===== src/rtl/lsu_subword_ctrl.sv =====
`default_nettype none
// +---------------------------------------------------------------------------+
// | lsu_subword_ctrl : byte/half/word load-store sequencer for word-only RAM   |
// | rev 1.0                                                                   |
// +---------------------------------------------------------------------------+
module lsu_subword_ctrl #(
   parameter int ADDR_W = 32,
   parameter int DATA_W = 32
) (
   input  logic              clk,
   input  logic              rst_n,
   input  logic              req_valid,
   output logic              req_ready,
   input  logic              req_we,
   input  logic [2:0]        req_funct3,
   input  logic [ADDR_W-1:0] req_addr,
   input  logic [DATA_W-1:0] req_wdata,
   output logic              resp_valid,
   output logic [DATA_W-1:0] resp_rdata,
   output logic              resp_err,
   output logic              MemRead,
   output logic              MemWrite,
   output logic [ADDR_W-1:0] mem_addr,
   output logic [DATA_W-1:0] mem_wdata,
   input  logic [DATA_W-1:0] mem_rdata
);

   localparam logic [1:0] S_IDLE = 2'd0;
   localparam logic [1:0] S_RD   = 2'd1;
   localparam logic [1:0] S_WR   = 2'd2;
   localparam logic [1:0] S_RESP = 2'd3;

   logic [1:0]        state;
   logic [ADDR_W-1:0] addr_q;
   logic              we_q;
   logic [2:0]        f3_q;
   logic [DATA_W-1:0] wdata_q;
   logic [DATA_W-1:0] old_q;

   logic              req_legal;
   logic [7:0]        lane_byte;
   logic [15:0]       lane_half;
   logic [DATA_W-1:0] load_data;
   logic [DATA_W-1:0] merge_data;

   assign req_ready  = (state == S_IDLE);
   assign resp_valid = (state == S_RESP);
   assign MemRead    = (state == S_RD);
   assign MemWrite   = (state == S_WR);
   assign mem_addr   = {addr_q[ADDR_W-1:2], 2'b00};

   always_comb begin
      req_legal = 1'b0;
      case (req_funct3)
         3'd0:    req_legal = 1'b1;
         3'd1:    req_legal = ~req_addr[0];
         3'd2:    req_legal = (req_addr[1:0] == 2'b00);
         3'd4:    req_legal = ~req_we;
         3'd5:    req_legal = ~req_we & ~req_addr[0];
         default: req_legal = 1'b0;
      endcase
   end

   always_comb begin
      lane_byte = mem_rdata[{addr_q[1:0], 3'b000} +: 8];
      lane_half = addr_q[1] ? mem_rdata[31:16] : mem_rdata[15:0];
      case (f3_q)
         3'd0:    load_data = {{24{lane_byte[7]}}, lane_byte};
         3'd1:    load_data = {{16{lane_half[15]}}, lane_half};
         3'd4:    load_data = {24'd0, lane_byte};
         3'd5:    load_data = {16'd0, lane_half};
         default: load_data = mem_rdata;
      endcase
   end

   // Sub-word stores splice the new lane into the word captured during RD.
   always_comb begin
      merge_data = old_q;
      if (f3_q[1:0] == 2'b00)
         merge_data[{addr_q[1:0], 3'b000} +: 8] = wdata_q[7:0];
      else if (f3_q[1:0] == 2'b01)
         merge_data[{addr_q[1], 4'b0000} +: 16] = wdata_q[15:0];
   end

   assign mem_wdata = (f3_q[1:0] == 2'b10) ? wdata_q : merge_data;

   always_ff @(posedge clk or negedge rst_n) begin
      if (!rst_n) begin
         state      <= S_IDLE;
         addr_q     <= '0;
         we_q       <= 1'b0;
         f3_q       <= 3'd0;
         wdata_q    <= '0;
         old_q      <= '0;
         resp_rdata <= '0;
         resp_err   <= 1'b0;
      end else begin
         case (state)
            S_IDLE: begin
               if (req_valid) begin
                  addr_q  <= req_addr;
                  we_q    <= req_we;
                  f3_q    <= req_funct3;
                  wdata_q <= req_wdata;
                  if (!req_legal) begin
                     resp_rdata <= '0;
                     resp_err   <= 1'b1;
                     state      <= S_RESP;
                  end else if (req_we && req_funct3[1:0] == 2'b10) begin
                     state <= S_WR;
                  end else begin
                     state <= S_RD;
                  end
               end
            end
            S_RD: begin
               if (we_q) begin
                  old_q <= mem_rdata;
                  state <= S_WR;
               end else begin
                  resp_rdata <= load_data;
                  resp_err   <= 1'b0;
                  state      <= S_RESP;
               end
            end
            S_WR: begin
               resp_rdata <= '0;
               resp_err   <= 1'b0;
               state      <= S_RESP;
            end
            S_RESP:  state <= S_IDLE;
            default: state <= S_IDLE;
         endcase
      end
   end

endmodule
`default_nettype wire


===== config.mk =====
export PLATFORM = sky130hd
export DESIGN_NAME = lsu_subword_ctrl
export DESIGN_NICKNAME = d
export VERILOG_FILES = /design/src/rtl/lsu_subword_ctrl.sv
export SDC_FILE = /design/constraint.sdc
export NUM_CORES = 1
export LEC_CHECK = 0
export BUFFER_PORTS_ARGS = -buffer_cell sky130_fd_sc_hd__buf_2
export CORE_MARGIN = 3
export CORE_UTILIZATION = 58
export CTS_BUF_LIST = sky130_fd_sc_hd__clkbuf_8
export DETAILED_ROUTE_END_ITERATION = 16
export GPL_TIMING_DRIVEN = 1
export PLACE_DENSITY = 0.95
export SLEW_MARGIN = 20
export SYNTH_ARGS = -nofsm -noshare
export SYNTH_HDL_FRONTEND = slang
export SYNTH_SLANG_ARGS = --single-unit

===== constraint.sdc =====
create_clock -name clk -period 4.4 [get_ports clk]
set_clock_uncertainty 0.15 [all_clocks]
set_input_delay 0.88 -clock clk [delete_from_list [all_inputs] [get_ports clk]]
set_output_delay 0.88 -clock clk [all_outputs]
set_load 0.005 [all_outputs]

Yosys cells after proc, flatten, opt, wreduce, memory -nomap -nowiden
Index checks and enable logic that the tools add are counted.
- output and inout bits: 101
- input bits: 103
- register bits after elaboration: 135
- bitwise operators: 3
- add/subtract/negate cells: 2
- equal/unequal tests: 16
- shift operators: 5
- reduce and logical (&&, ||, !) cells: 10
- multiplexer cells: 21
- operator list (kind ; number):
    $mux W32 ; 6
    $pmux W32 S4 ; 1
    $pmux W32 S3 ; 1
    $bwmux W32 ; 2
    $shift A16 B7 Y32 const A ; 1
    $shift A8 B7 Y32 const A ; 1
    $shiftx A16 B7 Y32 ; 1
    $shiftx A32 B6 Y8 ; 1
    $shiftx A8 B7 Y32 ; 1
    $mux W16 ; 1
    $neg A5 Y7 ; 2
    $eq A3 B3 Y1 const B ; 4
    $eq A2 B2 Y1 const B ; 4
    $pmux W2 S4 ; 1
    $eq A3 B1 Y1 const B ; 2
    $logic_not A2 Y1 ; 3
    $logic_not A3 Y1 ; 2
    $mux W2 ; 3
    $ne A2 B2 Y1 const B ; 3
    $pmux W1 S5 ; 1
    $eq A2 B1 Y1 const B ; 2
    $mux W1 ; 4
    $reduce_and A2 Y1 ; 2
    $reduce_and A4 Y1 ; 1
    other kinds (6) ; 7

Logic depth before layout (Yosys ltp)
Gate-level depths: netlist of run 1.
- depth after elaboration: 6
- mapped depth: 9

Least setup slack after synthesis of run 1
No wires, ideal clock.
- path kind: reg2out
- start: reg addr_q[1]
- end: out mem_wdata[16]
- arrival time: 2.112 ns
- cell stages (with the launch flop): 10
- buffers on the path: 3
- slack: 1.258 ns
- cells stage by stage: dfrtp_1 buf_2 inv_1 clkbuf_1 ha_1 nor4bb_1 clkbuf_1 a2bb2oi_1 nor2_1 a221o_1
- longest elaborated chain between the ends: 6
- elaborated cells on any way between the ends: 11
- classes of those cells: 2 x add/sub; 4 x shift; 5 x mux
- RTL lines (what ; RTL line ; text):
    start: declaration ; 34 ; logic [ADDR_W-1:0] addr_q;
    start signal: assignment ; 101 ; addr_q <= req_addr;
    $neg A5 Y7 ; 82 ; merge_data[{addr_q[1], 4'b0000} +: 16] = wdata_q[15:0];
    $shiftx A16 B7 Y32 or $shift A16 B7 Y32 (tied branches) ; 82 ;
    $bwmux W32 ; 82 ;
    $mux W32 ; 81 ; else if (f3_q[1:0] == 2'b01)
    $mux W32 (*) ; 79 ; if (f3_q[1:0] == 2'b00)
    $mux W32 (*) ; 85 ; assign mem_wdata = (f3_q[1:0] == 2'b10) ? wdata_q : merge_data;
    end: declaration ; 24 ; output logic [DATA_W-1:0] mem_wdata,
Every way passes the cells marked *; elsewhere a longest branch is shown, timed or not.

Worst setup path after layout of run 1
- start: reg addr_q[1]
- end: out mem_wdata[29]
The elaborated chain is that of the path after synthesis.

==> metrics.md, run 1 <==
| Metric | Value |
|---|---|
| Crit path time final | ~3.8 ns |
| Die width | 116 um |
| Die area | 13,500 um2 |
| Int Pwr | 4.26 mW |
| Critical path's slowest cell | nor2_1 |
| P per Cell Area | 834 nW/um2 |
| Peak supply drop | 0.463 mV |
| Nets | 868 |
| Detailed Route WL | 20,000 um |
| Leakage | approximately 4.2 nW |
| CTS resizes | 0 |
| Cell Chain, Critical Path | inv_1 > ha_1 > nand4bb_1 > nor2_1 > nand2_1 > nand2_1 > buf_2 |
| R2r endpoint | wdata_q[27] |
| Pre-CTS setup slack | approximately 1.1 ns |
| Vias per cell | between 6 and 7 |
| Row count | 39 |
| Register area share after synthesis | 0.480 |
| Fraction of layout cells with a size suffix above 1 | 0.475 |
| Post-synth top flop | dfrtp_1 |
| Final Worst Setup Slack | 0.581 ns |
| Die height | around 120 um |
| Synth top area share | 0.480 |
| Clock transition at the registers of the reported paths | 0.07 ns |
| HP Class | input pin to async pin |
| GRT Residual Overflow | 0 |
| Most frequent cell after synthesis | dfrtp_1 |
| Via count | 5,740 |
| Avg Cell Area, Syn | ~12 um2 |
| Post-route DRC | 0 |
| Commonest cells post-synth | dfrtp_1, mux2_2, a22o_1 |
| Area of the multi-input gates | approximately 3100 um2 |
| Post-DP HPWL | 14,800 um |
| Flop pwr share | 0.341 |
| First-pass GRT wire length | 30,700 um |
| Final slew viol count | 0 |
| Clock power frac | 0.170 |
| Post-CTS Setup Inserts | 0 |
| Register area | 3380 um2 |
| FF-to-FF setup slack | 1.74 ns |
| Area leader, netlist | dfrtp_1 |
| Clock sinks | 135 |
| CP dominant cell by count | nand2_1 |
| Synth Warn # | 0 |
| MaxCap Viol Count | 0 |
| R2r worst-path depth | 5 |
| Initial antenna violation count | 0 |
| Critical path arrival | 2.79 ns |
| Critical path origin | addr_q[1] |
| Avg WL per Cell | 22.0 um |
| Largest cells by area after synthesis | dfrtp_1, mux2_2, a22o_1 |
| Crit path max fanout | 18 |
| Post-route setup TNS | 0 ns |
| Largest net degree at the start of global routing | 78 |
| Post-route cell area | 8340 um2 |
| Dpl cells | 880 |
| RSZ-0062 raised after global routing | no |
| Syn Inst Count | 597 |
| H-Tree Depth | 4 |
| Switching Fraction | 0.388 |
| Synth unique cells | 51 |
| Required @ worst endpoint | 3.37 ns |
| Sw power | ~2.7 mW |
| Placed inst area | 7870 um2 |
| Tot Pwr | 6.96 mW |
| First-pass DRT Iterations | 5 |
| Vias in the first global route | around 6,000 |
| GP Congestion | 0.898 |
| Tot GR Track Use | 0.300 |
| Core area | 11,700 um2 |
| DRT antenna net count | 0 |
| R2r startpoint | state[0] |
| Fin crit share | 0.868 |
| Non-Filler Instances | 912 |
| DRT iter0 DRCs | around 720 |
| Hold bufs inserted after CTS | 0 |
| CTS Root Buffer Type | clkbuf_8 |
| Yosys reg bits | 135 |
| Fillers | 847 |
| Logic pwr share | 0.489 |
| Num CTS Buffers | 17 |
| Critical path's largest stage delay | around 0.48 ns |
| CTS tree | yes |
| # setup viols final | 0 |
| Worst slew margin | 0.443 |
| # IOs | 204 |
| Fin. Hold Viols | 0 |
| Area growth, synth to finish | 18.5% |
| Worst-Skew Late Latency | 0.45 ns |
| Synth async-reset ratio | 1.00 |
| Mapped Area | roughly 7000 um2 |
| EDFF count, synth | 0 |
| Achievable frequency | 262 MHz |
| Port-buffer cells | 201 |
| Status | complete, no violations |
| Crit path kind | register to output pin |
| Worst-Margin Slew | 0.829 ns |
| Crit path launch type | register |
| Clock Path Buffers | 2 |
| Endpoint class of the critical path | output pin |
| Crit path to | mem_wdata[29] |
| ANT cells | 0 |
| Starting density of the core | 0.604 |
[final cells by class]
| type | instances | area share |
|---|---|---|
| clock buffers | 22 | 0.0363 |
| clock inverters | 10 | 0.0198 |
| inverters | 26 | 0.0117 |
| multi-input cells | 365 | 0.375 |
| flip-flops and latches | 135 | 0.405 |
| well taps | 143 | 0.0214 |
| repair buffers | 211 | 0.130 |
[per-layer routing]
layer / vias up / GRT usage / routed length, um
li1: 2497 / - / -
met1: 2847 / 0.371 / 7820
met2: 345 / 0.497 / 9690
met3: 51 / 0.0860 / 1900
met4: 0 / 0.127 / 629
met5: - / 0 / 0
[critical path, delay by kind of cell, from the launching register on]
family | cells | cell delay, ns
adder cells (fa/ha/maj) | 1 | 0.38
flip-flops | 1 | 0.38
buffers and inverters | 2 | 0.55
AND/OR/NAND/NOR | 4 | 1.02
[sequential cells by signal (all words and copies together), names as in the netlist]
signal	count
f3_q	3
old_q	32
we_q	1
state	2
resp_rdata	32
wdata_q	32
addr_q	32
resp_err	1
[power groups by stage]
| stage | Clock [mW] | Combinational [mW] | Sequential, mW |
|---|---|---|---|
| global route | 1.25 | 3.71 | 2.43 |
| floorplan | 0 | 2.53 | 2.17 |
| CTS | 1.20 | 3.39 | 2.36 |
| finish | 1.18 | 3.40 | 2.38 |
| detailed placement | 0 | 3.37 | 2.38 |
| global placement | 0 | 3.25 | 2.33 |
[worst min path at each step]
stage | start | cells after the start | slack (ns) | end
final | rst_n | 1 | 0.31 | wdata_q[3]
after global routing | rst_n | 1 | 0.33 | wdata_q[22]
after CTS | rst_n | 1 | 0.31 | wdata_q[20]
after detailed placement | resp_rdata[11] | 1 | 0.32 | resp_rdata[11]
after global placement | resp_err | 1 | 0.32 | resp_err
after floorplan | old_q[23] | 2 | 0.32 | old_q[23]
[cells in the final DEF, fill, tap and decap left out, types with 2 or more instances in the layout]
cell type | synthesis | final
a21oi_1 | 4 | 4
a221o_1 | 9 | 9
dfrtp_1 | 135 | 135
o21ai_1 | 4 | 4
o22ai_1 | 9 | 9
or2_2 | 2 | 2
mux2_2 | 109 | 109
a31oi_1 | 2 | 2
ha_1 | 9 | 9
nor4bb_1 | 2 | 2
a22o_1 | 38 | 38
inv_1 | 26 | 26
nor2b_1 | 5 | 5
clkinvlp_4 | 0 | 3
a2bb2oi_1 | 9 | 9
clkbuf_8 | 0 | 22
nand2_1 | 32 | 31
a21o_1 | 19 | 19
a222oi_1 | 11 | 11
o2bb2ai_1 | 7 | 7
mux2_1 | 2 | 2
nor2_1 | 25 | 24
o21ai_0 | 14 | 14
mux2i_1 | 6 | 6
buf_4 | 36 | 10
a211oi_1 | 3 | 3
a22oi_1 | 5 | 5
a221oi_1 | 13 | 13
bufinv_16 | 0 | 4
nor3_1 | 2 | 2
nand2b_1 | 4 | 4
conb_1 | 1 | 2
buf_2 | 11 | 200
[cell families (layout without fill, tap and decap cells)]
kind of cell	Yosys count	count (layout)	synth area share
AO/OA/AOI/OAI	155	155	0.180
flip-flops	135	135	0.480
multiplexers	118	118	0.189
buffers and inverters	98	269	0.0766
AND/OR/NAND/NOR	81	81	0.0574
adder cells (fa/ha/maj)	9	9	0.0160
other	1	2	0.000533
[through the flow]
stage	util	hold WS (ns)
2_1_floorplan	-	0.316
3_3_place_gp	0.675	0.324
3_5_place_dp	0.675	0.323
4_1_cts	0.715	0.308
5_1_grt	0.715	0.333
6_report	0.715	0.305
Power figures use the tool's default switching activity.
==> run 2, diff against run 1 <==
--- a/config.mk
+++ b/config.mk
@@ -7,11 +7,12 @@
 export LEC_CHECK = 0
 export BUFFER_PORTS_ARGS = -buffer_cell sky130_fd_sc_hd__buf_2
 export CORE_MARGIN = 3
-export CORE_UTILIZATION = 58
+export CORE_UTILIZATION = 49
 export CTS_BUF_LIST = sky130_fd_sc_hd__clkbuf_8
 export DETAILED_ROUTE_END_ITERATION = 16
 export GPL_TIMING_DRIVEN = 1
-export PLACE_DENSITY = 0.95
+export HOLD_SLACK_MARGIN = 0.06
+export PLACE_DENSITY = 0.88
 export SLEW_MARGIN = 20
 export SYNTH_ARGS = -nofsm -noshare
 export SYNTH_HDL_FRONTEND = slang
==> constraint.sdc (replaced) <==
create_clock -name clk -period 3.24 [get_ports clk]
set_clock_uncertainty 0.15 [all_clocks]
set_input_delay 0.648 -clock clk [delete_from_list [all_inputs] [get_ports clk]]
set_output_delay 0.648 -clock clk [all_outputs]
set_load 0.005 [all_outputs]
==> run 2 against run 1 <==
Clock power up 42%. Register-to-register slack worse by 0.78 ns. Clock-buffer cell count down 3. Critical endpoint is now mem_wdata[21]. Total power up 40%. Combinational power up 42%. Via count up 1.3%. Worst hold slack worse by 0.25 ns. Non-clock buffer count up 13. Critical path depth up 1.
==> metrics.md, run 2 (synthesis gave the netlist of run 1 again) <==
| Metric | Value |
|---|---|
| R2r worst-path depth | 6 (+1) |
| GRT Residual Overflow | 0 (unchanged) |
| Most common cell after layout, fill and taps aside | buf_2 |
| Clock transition at the registers of the reported paths | 0.08 ns (about the same) |
| Worst-Skew Late Latency | 0.44 ns (about the same) |
| Critical path arrival | 2.33 ns (-0.46 ns) |
| ANT cells | 0 (unchanged) |
| Crit path kind | register to output pin |
| Largest net degree at the start of global routing | 73 (-6.4%) |
| # setup viols final | 0 (unchanged) |
| Nets | 881 (+1.5%) |
| Achievable frequency | roughly 320 MHz |
| Required @ worst endpoint | 2.44 ns (-0.93 ns) |
| Detailed Route WL | 20,300 um (+1.5%) |
| GP Congestion | 0.958 (+6.7%) |
| Hold bufs inserted after CTS | 0 (unchanged) |
| Area growth, synth to finish | 21.8% |
| Die width | 126 um (+8.3%) |
| Post-route DRC | 0 (unchanged) |
| Crit path launch type | register |
| Post-DP HPWL | 14,500 um (-1.8%) |
| HP Class | input pin to async pin |
| Die area | 15,800 um2 (+17%) |
| Leakage | 4.25 nW (+2.1%) |
| CTS Root Buffer Type | clkbuf_8 |
| Num CTS Buffers | 17 (unchanged) |
| Placed inst area | 8010 um2 (+1.8%) |
| Post-route setup TNS | 0 ns (unchanged) |
| Fin. Hold Viols | 0 (unchanged) |
| Peak supply drop | 0.478 mV (+3.3%) |
| Fraction of layout cells with a size suffix above 1 | 0.500 (+0.0254) |
| Die height | 126 um (+8.3%) |
| Status | complete, no violations |
| Initial antenna violation count | 2 (+2) |
| Fin crit share | 0.965 |
| P per Cell Area | 1130 nW/um2 (+36%) |
| CTS tree | yes |
| Final slew viol count | 0 (unchanged) |
| RSZ-0062 raised after global routing | no |
| Via count | 5,812 (+1.3%) |
| Port-buffer cells | 201 (unchanged) |
| Clock Path Buffers | 2 (unchanged) |
| MaxCap Viol Count | 0 (unchanged) |
| Vias per cell | 6.04 (-4.0%) |
| Vias in the first global route | 5,862 (+0.34%) |
| Starting density of the core | 0.503 (-0.100) |
| Post-route cell area | 8570 um2 (+2.8%) |
| First-pass GRT wire length | 31,400 um (+2.2%) |
| Fin util | 0.613 (-0.102) |
| Hold Worst Slack | 0.0541 ns (-0.251 ns) |
| Tot GR Track Use | 0.253 (-0.0471) |
| H-Tree Depth | 4 (unchanged) |
| DRT iter0 DRCs | 544 (-25%) |
| Core area | 14,000 um2 (+20%) |
| Row count | 43 (+10%) |
| Worst-Margin Slew | 0.821 ns (-0.00846 ns) |
| Crit path max fanout | 8 (-10) |
| Crit path time final | 3.13 ns |
| # IOs | 204 (unchanged) |
| Clock sinks | 135 (unchanged) |
| Highest-count cells in the layout ignoring fill and taps | buf_2, dfrtp_1, mux2_2 |
| First-pass DRT Iterations | 5 (unchanged) |
| DRT antenna net count | 0 (unchanged) |
| Endpoint class of the critical path | output pin |
| Avg WL per Cell | 21.1 um (-3.8%) |
| Worst slew margin | 0.453 (+0.00989) |
run 2: cell count changes in the layout (fill, tap and decap cells not counted), moves of 2 or more:
| cell | delta |
|---|---|
| bufinv_16 | +2 |
| dfrtp_1 | -4 |
| dfrtp_2 | +4 |
| nor2_1 | -2 |
| a31oi_2 | +2 |
| nor2_2 | +2 |
| clkbuf_8 | -3 |
| a31oi_1 | -2 |
| buf_12 | +2 |
| buf_4 | +11 |
run 2: worst max-delay path, stage by stage (launching register included):
cell and delay [ns]:
dfrtp_2 0.45, inv_2 0.10, ha_1 0.33, nor4bb_1 0.29
buf_4 0.22, a2bb2oi_1 0.08, nor2_1 0.15, a221o_1 0.16
buf_2 0.12
run 2: power breakdown:
| group | total [mW] | internal, mW | switching, mW | leakage, nW |
|---|---|---|---|---|
| clock | 1.68 | 1.03 | 0.647 | 0.243 |
| sequential | 3.22 | 2.53 | 0.696 | 1.65 |
| combinational | 4.82 | 2.45 | 2.37 | 2.36 |
| total | 9.72 | 6.01 | 3.71 | 4.25 |
run 2: stage by stage:
| step | instances | setup slack (ns) | power (mW) |
|---|---|---|---|
| global placement | 926 | 0.493 | 7.71 |
| floorplan | 598 | 0.330 | 6.38 |
| CTS | 958 | 0.0132 | 9.62 |
| finish | 962 | 0.114 | 9.72 |
| detailed placement | 926 | 0.452 | 7.86 |
| global route | 962 | 0.0125 | 10.3 |
run 2: worst paths after layout:
kind / from / end / slack (ns)
min in group clk: req_wdata[6] / wdata_q[6] / 0.28
max in group asynchronous: rst_n / addr_q[3] / 2.06
hold reg to reg: resp_rdata[12] / resp_rdata[12] / 0.35
setup reg to reg: state[1] / resp_rdata[6] / 0.96
setup / recovery: addr_q[1] / mem_wdata[21] / 0.11
hold / removal: rst_n / wdata_q[3] / 0.05
run 2: routing by layer:
metal	GRT usage	routed length, um	vias up
met2	0.396	9470	367
met1	0.324	7700	2846
met4	0.127	830	4
li1	-	-	2532
met3	0.0721	2330	63
met5	0	21	-
run 2: layout make-up:
type                    instances  area, um2
clock buffers                  19        262
clock inverters                13        226
fillers                      1120       5420
inverters                      26        101
multi-input cells             365       3160
flip-flops and latches        135       3380
well taps                     180        225
repair buffers                224       1210
run 2: timing repair:
item	in CTS	in global routing
resized for setup	4	13
setup buffers	0	4
setup endpoints to repair	11	32
==> run 3, diff against run 2 <==
--- a/config.mk
+++ b/config.mk
@@ -5,14 +5,15 @@
 export SDC_FILE = /design/constraint.sdc
 export NUM_CORES = 1
 export LEC_CHECK = 0
+export ABC_AREA = 1
 export BUFFER_PORTS_ARGS = -buffer_cell sky130_fd_sc_hd__buf_2
 export CORE_MARGIN = 3
-export CORE_UTILIZATION = 49
+export CORE_UTILIZATION = 54
 export CTS_BUF_LIST = sky130_fd_sc_hd__clkbuf_8
 export DETAILED_ROUTE_END_ITERATION = 16
 export GPL_TIMING_DRIVEN = 1
 export HOLD_SLACK_MARGIN = 0.06
-export PLACE_DENSITY = 0.88
+export PLACE_DENSITY = 0.91
 export SLEW_MARGIN = 20
 export SYNTH_ARGS = -nofsm -noshare
 export SYNTH_HDL_FRONTEND = slang
==> constraint.sdc (replaced) <==
create_clock -name clk -period 3.2 [get_ports clk]
set_clock_uncertainty 0.15 [all_clocks]
set_input_delay 0.64 -clock clk [delete_from_list [all_inputs] [get_ports clk]]
set_output_delay 0.64 -clock clk [all_outputs]
set_load 0.005 [all_outputs]
==> run 3 against run 2 <==
Flip-flop and latch count unchanged. Combinational power decreased by 4%. Synthesized area up 1.5%. Synthesized cell count is 42% higher. Global-route usage rose by 3.0 points. Largest power group unchanged. Design area is 1.4% lower. Non-clock buffer count is 2 lower. Worst hold slack got worse by 0.033 ns. Sequential share of layout area up 0.53 points.
==> metrics.md, run 3 <==
| Metric | Value |
|---|---|
| Status | complete, no violations |
| Endpoint class of the critical path | output pin |
| Syn Inst Count | 845 (+42%) |
| Post-DP HPWL | 15,200 um (+4.4%) |
| CTS tree | yes |
| Initial antenna violation count | 0 (-2) |
| ANT cells | 0 (unchanged) |
| R2r startpoint | state[1] |
| Fin. Hold Viols | 0 (unchanged) |
| Starting density of the core | 0.559 (+0.0560) |
| Dpl cells | 1,163 (+26%) |
| Register area | 3380 um2 (about the same) |
| Leakage | 4.41 nW (+3.9%) |
| Post-route cell area | 8450 um2 (-1.4%) |
| Peak supply drop | 0.542 mV (+13%) |
| Tot Pwr | 9.05 mW (-6.9%) |
| First-pass GRT wire length | 32,100 um (+2.2%) |
| Synth unique cells | 37 (-27%) |
| Worst-Skew Late Latency | 0.44 ns (about the same) |
| Highest-count cells in the layout ignoring fill and taps | nand2_1, buf_2, dfrtp_1 |
| Vias per cell | 5.58 (-7.6%) |
| Critical path's largest stage delay | 0.46 ns (about the same) |
| DRT iter0 DRCs | 940 (+73%) |
| Synth Warn # | 0 (unchanged) |
| Area growth, synth to finish | 18.3% |
| Post-synth top flop | dfrtp_1 |
| R2r worst-path depth | 10 (+4) |
| # IOs | 204 (unchanged) |
| Commonest cells post-synth | nand2_1, dfrtp_1, o21ai_0 |
| Row count | 41 (-4.7%) |
| Die area | 14,600 um2 (-7.6%) |
| Fin util | 0.662 (+0.0489) |
| Synth top area share | 0.473 (-0.00697) |
| Cell Chain, Critical Path | inv_6 > ha_2 > nand2_1 > nor3_1 > o21ai_0 > nand2_1 > nand2_1 > nand2_1 > buf_2 |
| GP Congestion | 0.988 (+3.2%) |
| H-Tree Depth | 4 (unchanged) |
| Die height | 121 um (-3.9%) |
| Achievable frequency | about 330 MHz |
| Most common cell after layout, fill and taps aside | nand2_1 |
| EDFF count, synth | 0 (unchanged) |
| Register area share after synthesis | 0.473 (-0.00697) |
| Worst slew margin | 0.343 (-0.110) |
| Fraction of layout cells with a size suffix above 1 | 0.320 (-0.180) |
| Final Worst Setup Slack | 0.124 ns (+0.00948 ns) |
| Clock sinks | 135 (unchanged) |
| R2r endpoint | resp_rdata[25] |
| Clock Path Buffers | 2 (unchanged) |
| Via count | 6,695 (+15%) |
| Post-route DRC | 0 (unchanged) |
| Vias in the first global route | 6,251 (+6.6%) |
| Most frequent cell after synthesis | nand2_1 |
| P per Cell Area | 1070 nW/um2 (-5.6%) |
| Avg WL per Cell | 17.2 um (-19%) |
| # setup viols final | 0 (unchanged) |
| Die width | 121 um (-3.9%) |
| Area leader, netlist | dfrtp_1 |
| Port-buffer cells | 201 (unchanged) |
| HP Class | input pin to async pin |
| CTS Root Buffer Type | clkbuf_8 |
| Synth async-reset ratio | 1.00 (unchanged) |
| GRT Residual Overflow | 0 (unchanged) |
| RSZ-0062 raised after global routing | no |
| Num CTS Buffers | 17 (unchanged) |
| Core area | 12,800 um2 (-8.7%) |
| Area of the multi-input gates | 3070 um2 (-2.9%) |
| First-pass DRT Iterations | 6 (+1) |
| Mapped Area | 7140 um2 (+1.5%) |
| Placed inst area | 8050 um2 (+0.50%) |
| Clock transition at the registers of the reported paths | 0.08 ns (about the same) |
| Fin crit share | 0.961 |
| Required @ worst endpoint | 2.41 ns (-0.03 ns) |
| Critical path arrival | 2.29 ns (-0.04 ns) |
| Largest net degree at the start of global routing | 85 (+16%) |
| CP dominant cell by count | nand2_1 |
| Non-Filler Instances | 1,199 (+25%) |
| FF-to-FF setup slack | 0.68 ns (-0.28 ns) |
| Hold Worst Slack | 0.0211 ns (-0.0331 ns) |
| Avg Cell Area, Syn | 8.45 um2 (-28%) |
| Nets | 1,127 (+28%) |
| Fillers | 1,036 (-7.5%) |
| Detailed Route WL | 20,600 um (+1.2%) |
| Crit path kind | register to output pin |
| Worst-Margin Slew | 0.986 ns (+0.166 ns) |
| Yosys reg bits | 135 (unchanged) |
| Crit path launch type | register |
| Critical path's slowest cell | dfrtp_2 |
| Post-route setup TNS | 0 ns (unchanged) |
| Tot GR Track Use | 0.283 (+0.0299) |
| MaxCap Viol Count | 0 (unchanged) |
| Crit path max fanout | 20 (+12) |
| Crit path time final | between 3 and 4 ns |
| Final slew viol count | 0 (unchanged) |
| Pre-CTS setup slack | 0.446 ns (-0.00592 ns) |
| Largest cells by area after synthesis | dfrtp_1, nand2_1, mux2_2 |
| DRT antenna net count | 0 (unchanged) |
run 3: layout make-up:
cell class              count  share of cell area
well taps                 172              0.0255
clock buffers              19              0.0309
multi-input cells         571               0.363
clock inverters            12              0.0102
flip-flops and latches    135               0.400
repair buffers            222               0.138
inverters                  68              0.0315
run 3: worst max path at each step:
stage	from	to	slack, ns
CTS	f3_q[0]	mem_wdata[9]	0.04
global route	f3_q[1]	mem_wdata[17]	0.008
floorplan	addr_q[1]	mem_wdata[0]	0.63
finish	addr_q[1]	mem_wdata[16]	0.12
detailed placement	addr_q[1]	mem_wdata[11]	0.45
global placement	addr_q[1]	mem_wdata[8]	0.49
run 3: per-layer routing:
| metal | part of all wire | track usage | vias to the layer above |
|---|---|---|---|
| li1 | - | - | 3103 |
| met1 | 0.40 | 0.375 | 3123 |
| met2 | 0.47 | 0.453 | 427 |
| met3 | 0.10 | 0.0755 | 42 |
| met4 | 0.025 | 0.0942 | 0 |
| met5 | 0 | 0 | - |
run 3: kinds of logic after synthesis:
kind of cell | after synthesis | share of synthesized area
muxes | 52 | 0.0820
other | 1 | 0.000525
buffers and inverters | 140 | 0.0995
DFF | 135 | 0.473
adders and majority gates | 9 | 0.0158
AOI/OAI and AO/OA | 165 | 0.126
and+or+nand+nor | 343 | 0.203
run 3: timing repair:
action / CTS / global route
buffers inserted: 0 / 5
resized for setup: 2 / 7
setup endpoints to repair: 10 / 25
hold buffers: 0 / 0
pin swaps: 0 / 0
run 3: power breakdown:
part	leakage [nW]	switching, mW	internal [mW]
sequential	1.65	0.575	2.56
clock	0.191	0.638	0.633
combinational	2.57	2.77	1.87
run 3: worst max-delay path, delay by kind of cell (launching register included):
kind / cells / cell delay, ns
AOI/OAI and AO/OA: 1 / 0.13
and+or+nand+nor: 5 / 0.65
DFF: 1 / 0.46
adders and majority gates: 1 / 0.40
buffers and inverters: 2 / 0.20
